`src/rtl/tx_seq_pkg.sv`:
```
// Shared state type and counter-width helpers for the transmit byte sequencer.
package tx_seq_pkg;

   typedef enum logic {IDLE, ACTIVE} tx_seq_state_t;

   function automatic int unsigned cnt_width(input int unsigned n);
      return (n > 1) ? $clog2(n) : 1;
   endfunction

   function automatic int unsigned clk_cnt_width(input int unsigned clks_per_bit);
      return cnt_width(clks_per_bit);
   endfunction

   function automatic int unsigned bit_cnt_width(input int unsigned num_bits);
      return cnt_width(num_bits);
   endfunction

endpackage

```
`src/rtl/tx_bit_timer.sv`:
```
// Bit-period timer: counts 0..CLKS_PER_BIT-1 while running, flags the final clock
// of each bit period now (bit_tick) and one clock ahead (tick_next).
module tx_bit_timer
   import tx_seq_pkg::*;
#(
   parameter int unsigned CLKS_PER_BIT = 8
)(
   input  logic clk,
   input  logic rst,
   input  logic run,
   input  logic clear,
   output logic bit_tick,
   output logic tick_next
);

   localparam int unsigned CW = clk_cnt_width(CLKS_PER_BIT);
   localparam logic [CW-1:0] LAST_CLK = CW'(CLKS_PER_BIT - 1);

   logic [CW-1:0] clk_cnt;
   logic [CW-1:0] clk_cnt_n;

   always_comb begin
      clk_cnt_n = clk_cnt;
      if (clear)
         clk_cnt_n = '0;
      else if (run)
         clk_cnt_n = (clk_cnt == LAST_CLK) ? '0 : clk_cnt + 1'b1;
   end

   always_ff @(posedge clk) begin
      if (rst)
         clk_cnt <= '0;
      else
         clk_cnt <= clk_cnt_n;
   end

   assign bit_tick  = (clk_cnt == LAST_CLK);
   // Lets the sequencer register its strobes so they land in the tick cycle itself.
   assign tick_next = (clk_cnt_n == LAST_CLK);

endmodule

```
`src/rtl/tx_byte_sequencer.sv`:
```
// Drives load/shift strobes of the transmit shift register from a valid/ready byte
// stream with one-byte hold buffering. Define TX_SEQ_BYTE_CNT_EN for the byte_count output.
module tx_byte_sequencer
   import tx_seq_pkg::*;
#(
   parameter int unsigned NUM_BITS     = 8,
   parameter int unsigned CLKS_PER_BIT = 8
)(
   input  logic                clk,
   input  logic                rst,
   input  logic [NUM_BITS-1:0] tx_data,
   input  logic                tx_valid,
   input  logic                tx_last,
   output logic                tx_ready,
   output logic                load_enable,
   output logic                shift_enable,
   output logic [NUM_BITS-1:0] parallel_in,
   output logic                busy,
   output logic                eop,
   output logic                underrun
`ifdef TX_SEQ_BYTE_CNT_EN
   ,
   output logic [15:0]         byte_count
`endif
);

   localparam int unsigned BW = bit_cnt_width(NUM_BITS);
   localparam logic [BW-1:0] LAST_BIT = BW'(NUM_BITS - 1);

   tx_seq_state_t       state;
   tx_seq_state_t       state_n;
   logic [NUM_BITS-1:0] hold_data;
   logic                hold_valid;
   logic                hold_valid_n;
   logic                hold_last;
   logic                cur_last;
   logic                cur_last_n;
   logic [BW-1:0]       bit_cnt;
   logic [BW-1:0]       bit_cnt_n;
   logic                accept;
   logic                bit_tick;
   logic                tick_next;
   logic                dry;

   assign accept      = tx_valid && tx_ready;
   assign dry         = (state == ACTIVE) && bit_tick && (bit_cnt == LAST_BIT) &&
                        !cur_last && !hold_valid;
   assign busy        = (state == ACTIVE);
   assign parallel_in = hold_data;

   tx_bit_timer #(
      .CLKS_PER_BIT(CLKS_PER_BIT)
   ) u_bit_timer (
      .clk      (clk),
      .rst      (rst),
      .run      (state == ACTIVE),
      .clear    (load_enable),
      .bit_tick (bit_tick),
      .tick_next(tick_next)
   );

   // Strobes are registered, so they describe the current cycle and drive the
   // next-state decode directly; their own next values come from the *_n terms.
   always_comb begin
      hold_valid_n = hold_valid;
      if (accept)
         hold_valid_n = 1'b1;
      else if (load_enable)
         hold_valid_n = 1'b0;

      cur_last_n = load_enable ? hold_last : cur_last;

      bit_cnt_n = bit_cnt;
      if (load_enable)
         bit_cnt_n = '0;
      else if (shift_enable)
         bit_cnt_n = bit_cnt + 1'b1;

      state_n = state;
      if (load_enable)
         state_n = ACTIVE;
      else if (eop || dry)
         state_n = IDLE;
   end

   always_ff @(posedge clk) begin
      if (rst) begin
         state        <= IDLE;
         hold_data    <= '0;
         hold_valid   <= 1'b0;
         hold_last    <= 1'b0;
         cur_last     <= 1'b0;
         bit_cnt      <= '0;
         tx_ready     <= 1'b1;
         load_enable  <= 1'b0;
         shift_enable <= 1'b0;
         eop          <= 1'b0;
         underrun     <= 1'b0;
      end else begin
         state      <= state_n;
         hold_valid <= hold_valid_n;
         cur_last   <= cur_last_n;
         bit_cnt    <= bit_cnt_n;
         if (accept) begin
            hold_data <= tx_data;
            hold_last <= tx_last;
         end
         tx_ready     <= !hold_valid_n;
         load_enable  <= hold_valid_n &&
                         ((state_n == IDLE) ||
                          (tick_next && (bit_cnt_n == LAST_BIT) && !cur_last_n));
         shift_enable <= (state_n == ACTIVE) && tick_next && (bit_cnt_n < LAST_BIT);
         eop          <= (state_n == ACTIVE) && tick_next && (bit_cnt_n == LAST_BIT) &&
                         cur_last_n;
         if (dry)
            underrun <= 1'b1;
      end
   end

`ifdef TX_SEQ_BYTE_CNT_EN
   always_ff @(posedge clk) begin
      if (rst || eop)
         byte_count <= '0;
      else if (load_enable && (byte_count != '1))
         byte_count <= byte_count + 1'b1;
   end
`endif

endmodule

```
`config.mk`:
```
export PLATFORM = sky130hd
export DESIGN_NAME = tx_byte_sequencer
export DESIGN_NICKNAME = d
export VERILOG_FILES = /design/src/rtl/tx_seq_pkg.sv /design/src/rtl/tx_bit_timer.sv /design/src/rtl/tx_byte_sequencer.sv
export SDC_FILE = /design/constraint.sdc
export NUM_CORES = 1
export LEC_CHECK = 0
export ABC_AREA = 1
export CORE_ASPECT_RATIO = 0.7
export CORE_MARGIN = 8
export CORE_UTILIZATION = 41
export DETAILED_ROUTE_END_ITERATION = 8
export GPL_ROUTABILITY_DRIVEN = 0
export GPL_TIMING_DRIVEN = 0
export HOLD_SLACK_MARGIN = 0.15
export PLACE_DENSITY = 0.73
export SLEW_MARGIN = 20
export SYNTH_ARGS = -nofsm -noshare
export SYNTH_HDL_FRONTEND = slang
export SYNTH_SLANG_ARGS = --single-unit
```
`constraint.sdc`:
```
create_clock -name clk -period 1.22 [get_ports clk]
set_input_delay 0.244 -clock clk [delete_from_list [all_inputs] [get_ports clk]]
set_output_delay 0.244 -clock clk [all_outputs]
set_load 0.01 [all_outputs]
```
==> results.md, run 1 <==
- CTS Buf Count: 3
- Critical Path Start: u_bit_timer.clk_cnt[0]
- Register share of total power: between 50 and 60%
- # hold bufs at CTS: 0
- Worst-path fanout max: 3
- Nets@finish: 162
- Via count: 817
- CP max stage delay: between 0.3 and 0.4 ns
- Worst Hold Class: flop to flop
- Max frequency: 696 MHz
- Max clock buf depth: 2
- RSZ-0062 raised after global routing: yes
- Sequential element share of the synthesized area: 50.3%
- Crit-path cells: ha_4 -> ha_4 -> nor2_2 -> nor2_1 -> nand3_1 -> nor2_2 -> nand3_1 -> a21oi_1
- Crit-path leading delay family: simple AND/OR/NAND/NOR gates
- Count of state elements after synthesis: 23
- CP Class: flop to flop
- Final min period: approximately 1.4 ns
- Die height: about 56 µm
- Leading area contributor after synthesis: dfxtp_1
- Layout area overhead: 38.0%
- Total routed wirelength: 2110 µm
- # rows: 14
- DRC errors left: 0
- YS warnings: 0
- Clock tree root driver cell: clkbuf_4
- Reg2reg path depth: 8
- Buf+Inv Stages, Crit Path: 0
- Hold slack: 0.466 ns
- First DRT Iteration DRCs: 39
- Critical path data arrival time: about 1.7 ns
- Sw Ratio: roughly a quarter
- Final total power: about 1.4 mW
- IO Pins: 26
- Core area: around 0.0021 mm²
- Vias in the first global route: ~780
- Total grt overflow: 0
- Max Cap Violations: 0
- Post-route insts no fill: around 180
- Reg2Reg Setup Slack: -0.22 ns
- Syn Area/Cell: between 7 and 8 µm²
- Max Transition Viols Final: 0
- FF-to-FF End: load_enable
- N_diodes: 0
- Largest net degree at the start of global routing: 13
- Post-Syn Area: a little over 900 µm²
- CTS clk-pin slew, worst paths: 0.12 ns
- DR vias/cell: between 4 and 5
- Worst Setup End Kind: flop
- Die area: 0.00402 mm²
- Later-pin clock latency in the skew report: about 0.30 ns
- Post-DP HPWL: between 1500 and 2000 µm
- Slowest cell on crit path: dfxtp_4
- Routed length per instance: about 12 µm
- Peak VDD IR: 0.000736 V
- Initial Utilization: 42.8%
- DP Cell Count: roughly 170
- Part of the power in combinational logic: 17.7%
- Clk pwr share: between 20% and 30%
- NetSw: 0.374 mW
- CTS tree: built
- Violated checks: negative setup slack
- Layout cells sized above 1: 17.2%
- H-tree lvl count: 1
- LEAKAGE: about 0.51 nW
- Synth top area cells: dfxtp_1 (50%), nand2_1 (11%), a21oi_1 (7.1%)
- Util after Layout: slightly below 60%
- Min setup slack post-route: -0.217 ns
- Int Power: around 1.0 mW
- Final setup fails: 3
- PortBufs: 25
- Worst R2R Start: u_bit_timer.clk_cnt[0]
- Worst Skew: 0.00280 ns
- Crit path to: load_enable
- CP required: around 1.5 ns
- Mapped Cells: about 120
- PD cells: ~1100 mW/mm²
- First-pass GRT wire length: ~3500 µm
- Worst slew margin: a little under nine tenths
- Tot GR Track Use: about 11%
- CTS sink cnt: 23
- DRT antenna net count: 0
- Outcome: finished, violations left
- Final hold vios: 0
- First drt pass iteration count: 4
- Top-area cell type share of the netlist area: 50.3%
- Slew of the pin with the lowest slew margin: 0.211 ns
- Initial antenna violation count: 0
- Max FFs per register: 8
- Netlist cell types: 20
- Period Utilization, post-route: 118%
- Crit path depth: 8
- Syn Nets: 131
- Fin Setup TNS: -0.540 ns
- CP Launch Type: flop
- Die Wd: 72.5 µm
## layer usage
metal	GRT usage, %	part of all wire, %
met3	4.68	5.9
met4	4.26	1.3
met5	0	0
met2	17.6	46
met1	12.8	47
## cells by family (layout without fill, tap and decap cells)
group | after synthesis | in the layout | share of synthesized area (%)
DFF | 23 | 23 | 50.3
muxes | 1 | 1 | 1.09
and+or+nand+nor | 56 | 56 | 26.4
adders and majority gates | 4 | 4 | 5.47
AOI/OAI and AO/OA | 16 | 16 | 8.75
buffers and inverters | 15 | 45 | 7.93
## cells in the mapped netlist (all sizes together)
| cell | n |
|---|---|
| nor4 | 2 |
| nand4 | 1 |
| inv | 11 |
| nor3b | 1 |
| nand2 | 29 |
| nand3 | 4 |
| buf | 4 |
| nor3 | 2 |
| ha | 4 |
| a21oi | 13 |
| o21ai | 3 |
| nor2 | 17 |
| mux2i | 1 |
| dfxtp | 23 |
## cells in the final DEF (no fill, tap or decap), drive strengths merged, types with 2 or more instances in the layout
| cell type | n |
|---|---|
| nand2 | 29 |
| dfxtp | 23 |
| nor2 | 17 |
| a21oi | 13 |
| clkdlybuf4s50 | 11 |
| inv | 11 |
| clkdlybuf4s15 | 8 |
| clkbuf | 7 |
| buf | 5 |
| nand3 | 4 |
| ha | 4 |
| dlygate4sd2 | 3 |
| o21ai | 3 |
| nor4 | 2 |
| nor3 | 2 |
## through the flow
stage / cell area, µm² / setup slack [ns]
6_report: 1260 / -0.217
3_3_place_gp: 1210 / -0.350
4_1_cts: 1260 / -0.211
5_1_grt: 1260 / -0.324
3_5_place_dp: 1210 / -0.378
2_1_floorplan: 918 / -0.0605
## worst min-delay path by stage
stage	end	startpoint	depth (start not counted)	slack, ns
after floorplan	hold_valid	rst	1	0.34
after global placement	underrun	underrun	2	0.45
after detailed placement	underrun	underrun	2	0.45
after CTS	underrun	underrun	2	0.46
after global routing	parallel_in[4]	tx_data[4]	3	0.47
final	underrun	underrun	2	0.47
## area by class of cell
cell class | count | area (µm²)
buffer | 4 | 32.5
timing repair buffer | 26 | 239
fill | 215 | 875
inverter | 11 | 41.3
multi-input combinational | 77 | 414
tap | 32 | 40.0
clock buffer | 4 | 26.3
sequential | 23 | 469
## what timing repair did
| item | 4_1_cts | 5_1_grt |
|---|---|---|
| pin swaps | 1 | 0 |
| gates cloned | 0 | 0 |
| setup endpoints to repair | 27 | 15 |
| buffers inserted | 1 | 0 |
| resized for setup | 21 | 16 |
## worst min-delay path, cell delays in order, from the launching register on
cell and delay (ns):
dfxtp_1 0.34, inv_1 0.05, a21oi_1 0.05
## power by group through the flow
stage / registers [mW] / logic, mW / clock network, mW
floorplan: 0.845 / 0.124 / 0
finish: 0.819 / 0.250 / 0.344
global placement: 0.833 / 0.250 / 0
CTS: 0.820 / 0.250 / 0.360
global route: 0.825 / 0.278 / 0.397
detailed placement: 0.835 / 0.254 / 0
(Power assumes the default switching activity.)
==> inputs of run 2 (changes only) <==
--- a/config.mk
+++ b/config.mk
@@ -10,6 +10,6 @@
 export CORE_MARGIN = 8
 export CORE_UTILIZATION = 41
+export CTS_CLUSTER_DIAMETER = 40
 export DETAILED_ROUTE_END_ITERATION = 8
-export GPL_ROUTABILITY_DRIVEN = 0
 export GPL_TIMING_DRIVEN = 0
 export HOLD_SLACK_MARGIN = 0.15
==> constraint.sdc (replaced) <==
create_clock -name clk -period 1.22 [get_ports clk]
set_input_delay 0.122 -clock clk [delete_from_list [all_inputs] [get_ports clk]]
set_output_delay 0.122 -clock clk [all_outputs]
set_load 0.01 [all_outputs]
==> results.md, run 2 (synthesis results as in run 1) <==
- GP Congestion: 0.768
- Die height: between 50 and 60 µm
- Worst Skew: 0.00354 ns
- Sw Ratio: roughly a quarter
- FF-to-FF End: load_enable
- Vias in the first global route: around 780
- Worst Setup End Kind: flop
- PortBufs: 25
- Commonest non-fill, non-tap cell in the layout: nand2_1
- Worst Hold Class: input port to flop
- Layout cells sized above 1: about 14%
- Core area: 0.00214 mm²
- Max Transition Viols Final: 0
- CP Launch Type: flop
- Period Utilization, post-route: 117%
- First drt pass iteration count: 4
- Reg2reg path depth: 8
- DR vias/cell: roughly 4.6
- Worst-path fanout max: 3
- DRC errors left: 0
- Outcome: finished, violations left
- Tot GR Track Use: 11.1%
- Clk pwr share: about a quarter
- Largest net degree at the start of global routing: 13
- CP Class: flop to flop
- Critical path data arrival time: 1.67 ns
- Hold slack: 0.361 ns
- Total grt overflow: 0
- Fin Setup TNS: -0.541 ns
- CTS sink cnt: 23
- Die area: 0.00402 mm²
- Fillcell total: about 220
- Register share of total power: between 50% and 60%
- CTS clk-pin slew, worst paths: 0.12 ns
- CTS tree: built
- NetSw: roughly 0.37 mW
- Max frequency: 701 MHz
- Endpoint, Worst Hold: parallel_in[4]
- Initial Utilization: approximately 43%
- Final setup fails: 3
- Buf+Inv Stages, Crit Path: 0
- Part of the power in combinational logic: between 15 and 20%
- Final hold vios: 0
- Hold path depth: 3
- Total routed wirelength: around 2100 µm
- Int Power: just over 1 mW
- Worst R2R Start: u_bit_timer.clk_cnt[0]
- Most frequent cells in the layout: nand2_1 (27), dfxtp_1 (21), dlygate4sd2_1 (14)
- PD cells: 1120 mW/mm²
- LEAKAGE: between 0.5 and 0.6 nW
- Max Cap Violations: 0
- Peak VDD IR: between 0.0007 and 0.0008 V
- Via count: 815
- Max clock buf depth: 2
- Later-pin clock latency in the skew report: approximately 0.3 ns
- Worst slew margin: around two thirds
- Routed length per instance: ~12 µm
- Slew of the pin with the lowest slew margin: 0.473 ns
- RSZ-0062 raised after global routing: yes
- H-tree lvl count: 1
- Clock tree root driver cell: clkbuf_4
- Post-route cell area: roughly 0.0013 mm²
- Min setup slack post-route: -0.206 ns
- Violated checks: negative setup slack
- # rows: 14
- Layout area overhead: 37.6%
- IO Pins: 26
- Nets@finish: 162
- N_diodes: 0
- Post-DP HPWL: 1600 µm
- Hold Startpoint: tx_data[4]
- Crit-path cells: ha_4 -> ha_4 -> nor2_2 -> nor2_1 -> nand3_1 -> nor2_2 -> nand3_1 -> a21oi_1
- First DRT Iteration DRCs: 39
- CTS Buf Count: 3
- CP max stage delay: roughly 0.37 ns
- Initial antenna violation count: 0
- First-pass GRT wire length: roughly 3500 µm
- Final min period: between 1 and 1.5 ns
- Die Wd: about 72 µm
- # hold bufs at CTS: 0
- Crit-path leading delay family: simple AND/OR/NAND/NOR gates
- Slowest cell on crit path: dfxtp_4
- DRT antenna net count: 0
- Post-placement cell area: approximately 0.0012 mm²
- Reg2Reg Setup Slack: -0.21 ns
- CP required: 1.46 ns
- Max FFs per register: 8
[run 2: changes by cell type in the layout (fill, tap and decap cells not counted), sizes merged]
cell / previous run / this run
dlygate4sd2: 3 / 14
clkbuf: 7 / 4
clkdlybuf4s15: 8 / 0
[run 2: power groups by stage]
| stage | clock (mW) | sequential [mW] | combinational, mW |
|---|---|---|---|
| floorplan | 0 | 0.845 | 0.124 |
| global placement | 0 | 0.833 | 0.250 |
| detailed placement | 0 | 0.835 | 0.254 |
| CTS | 0.360 | 0.820 | 0.249 |
| global route | 0.398 | 0.826 | 0.278 |
| finish | 0.341 | 0.820 | 0.249 |
[run 2: worst max-delay path by stage]
stage	slack, ns	endpoint	start	depth (start not counted)
2_1_floorplan	-0.06	load_enable	u_bit_timer.clk_cnt[0]	8
4_1_cts	-0.19	load_enable	u_bit_timer.clk_cnt[0]	8
5_1_grt	-0.31	load_enable	u_bit_timer.clk_cnt[0]	8
3_5_place_dp	-0.26	bit_cnt[2]	rst	4
3_3_place_gp	-0.23	bit_cnt[2]	rst	4
6_report	-0.21	load_enable	u_bit_timer.clk_cnt[0]	8
[run 2: final cells by class]
type	instances	area (µm²)	area share, %
inverter	11	41.3	3.28
clock buffer	4	26.3	2.09
tap	32	40.0	3.18
sequential	23	465	37.0
buffer	4	31.3	2.49
timing repair buffer	26	240	19.1
multi-input combinational	77	414	32.9
[run 2: routing by layer]
metal  GRT usage (%)  part of all wire, %  wire length, µm  vias to the layer above
met1            12.8                   46              968                      367
met2            17.6                   46              954                       15
met3            4.68                  6.6              137                        2
li1                -                    -                -                      431
met4            4.26                  1.3               27                        0
met5               0                    0                0                        -
[run 2: repair_timing]
action,4_1_cts,5_1_grt
resized for setup,20,0
setup endpoints to repair,17,4
buffers inserted,1,0
pin swaps,0,0
[run 2: per-stage QoR]
| step | setup slack, ns | cells | util (%) | total power, mW |
|---|---|---|---|---|
| 2_1_floorplan | -0.0605 | 115 | - | 0.970 |
| 3_3_place_gp | -0.228 | 172 | 56.6 | 1.08 |
| 3_5_place_dp | -0.256 | 172 | 56.6 | 1.09 |
| 4_1_cts | -0.194 | 177 | 58.9 | 1.43 |
| 5_1_grt | -0.306 | 177 | 58.9 | 1.50 |
| 6_report | -0.206 | 177 | 58.9 | 1.41 |
[run 2: tightest hold or removal path: stages]
cell and delay, ns:
clkdlybuf4s50_1 0.39, nand2_1 0.06, a21oi_1 0.05
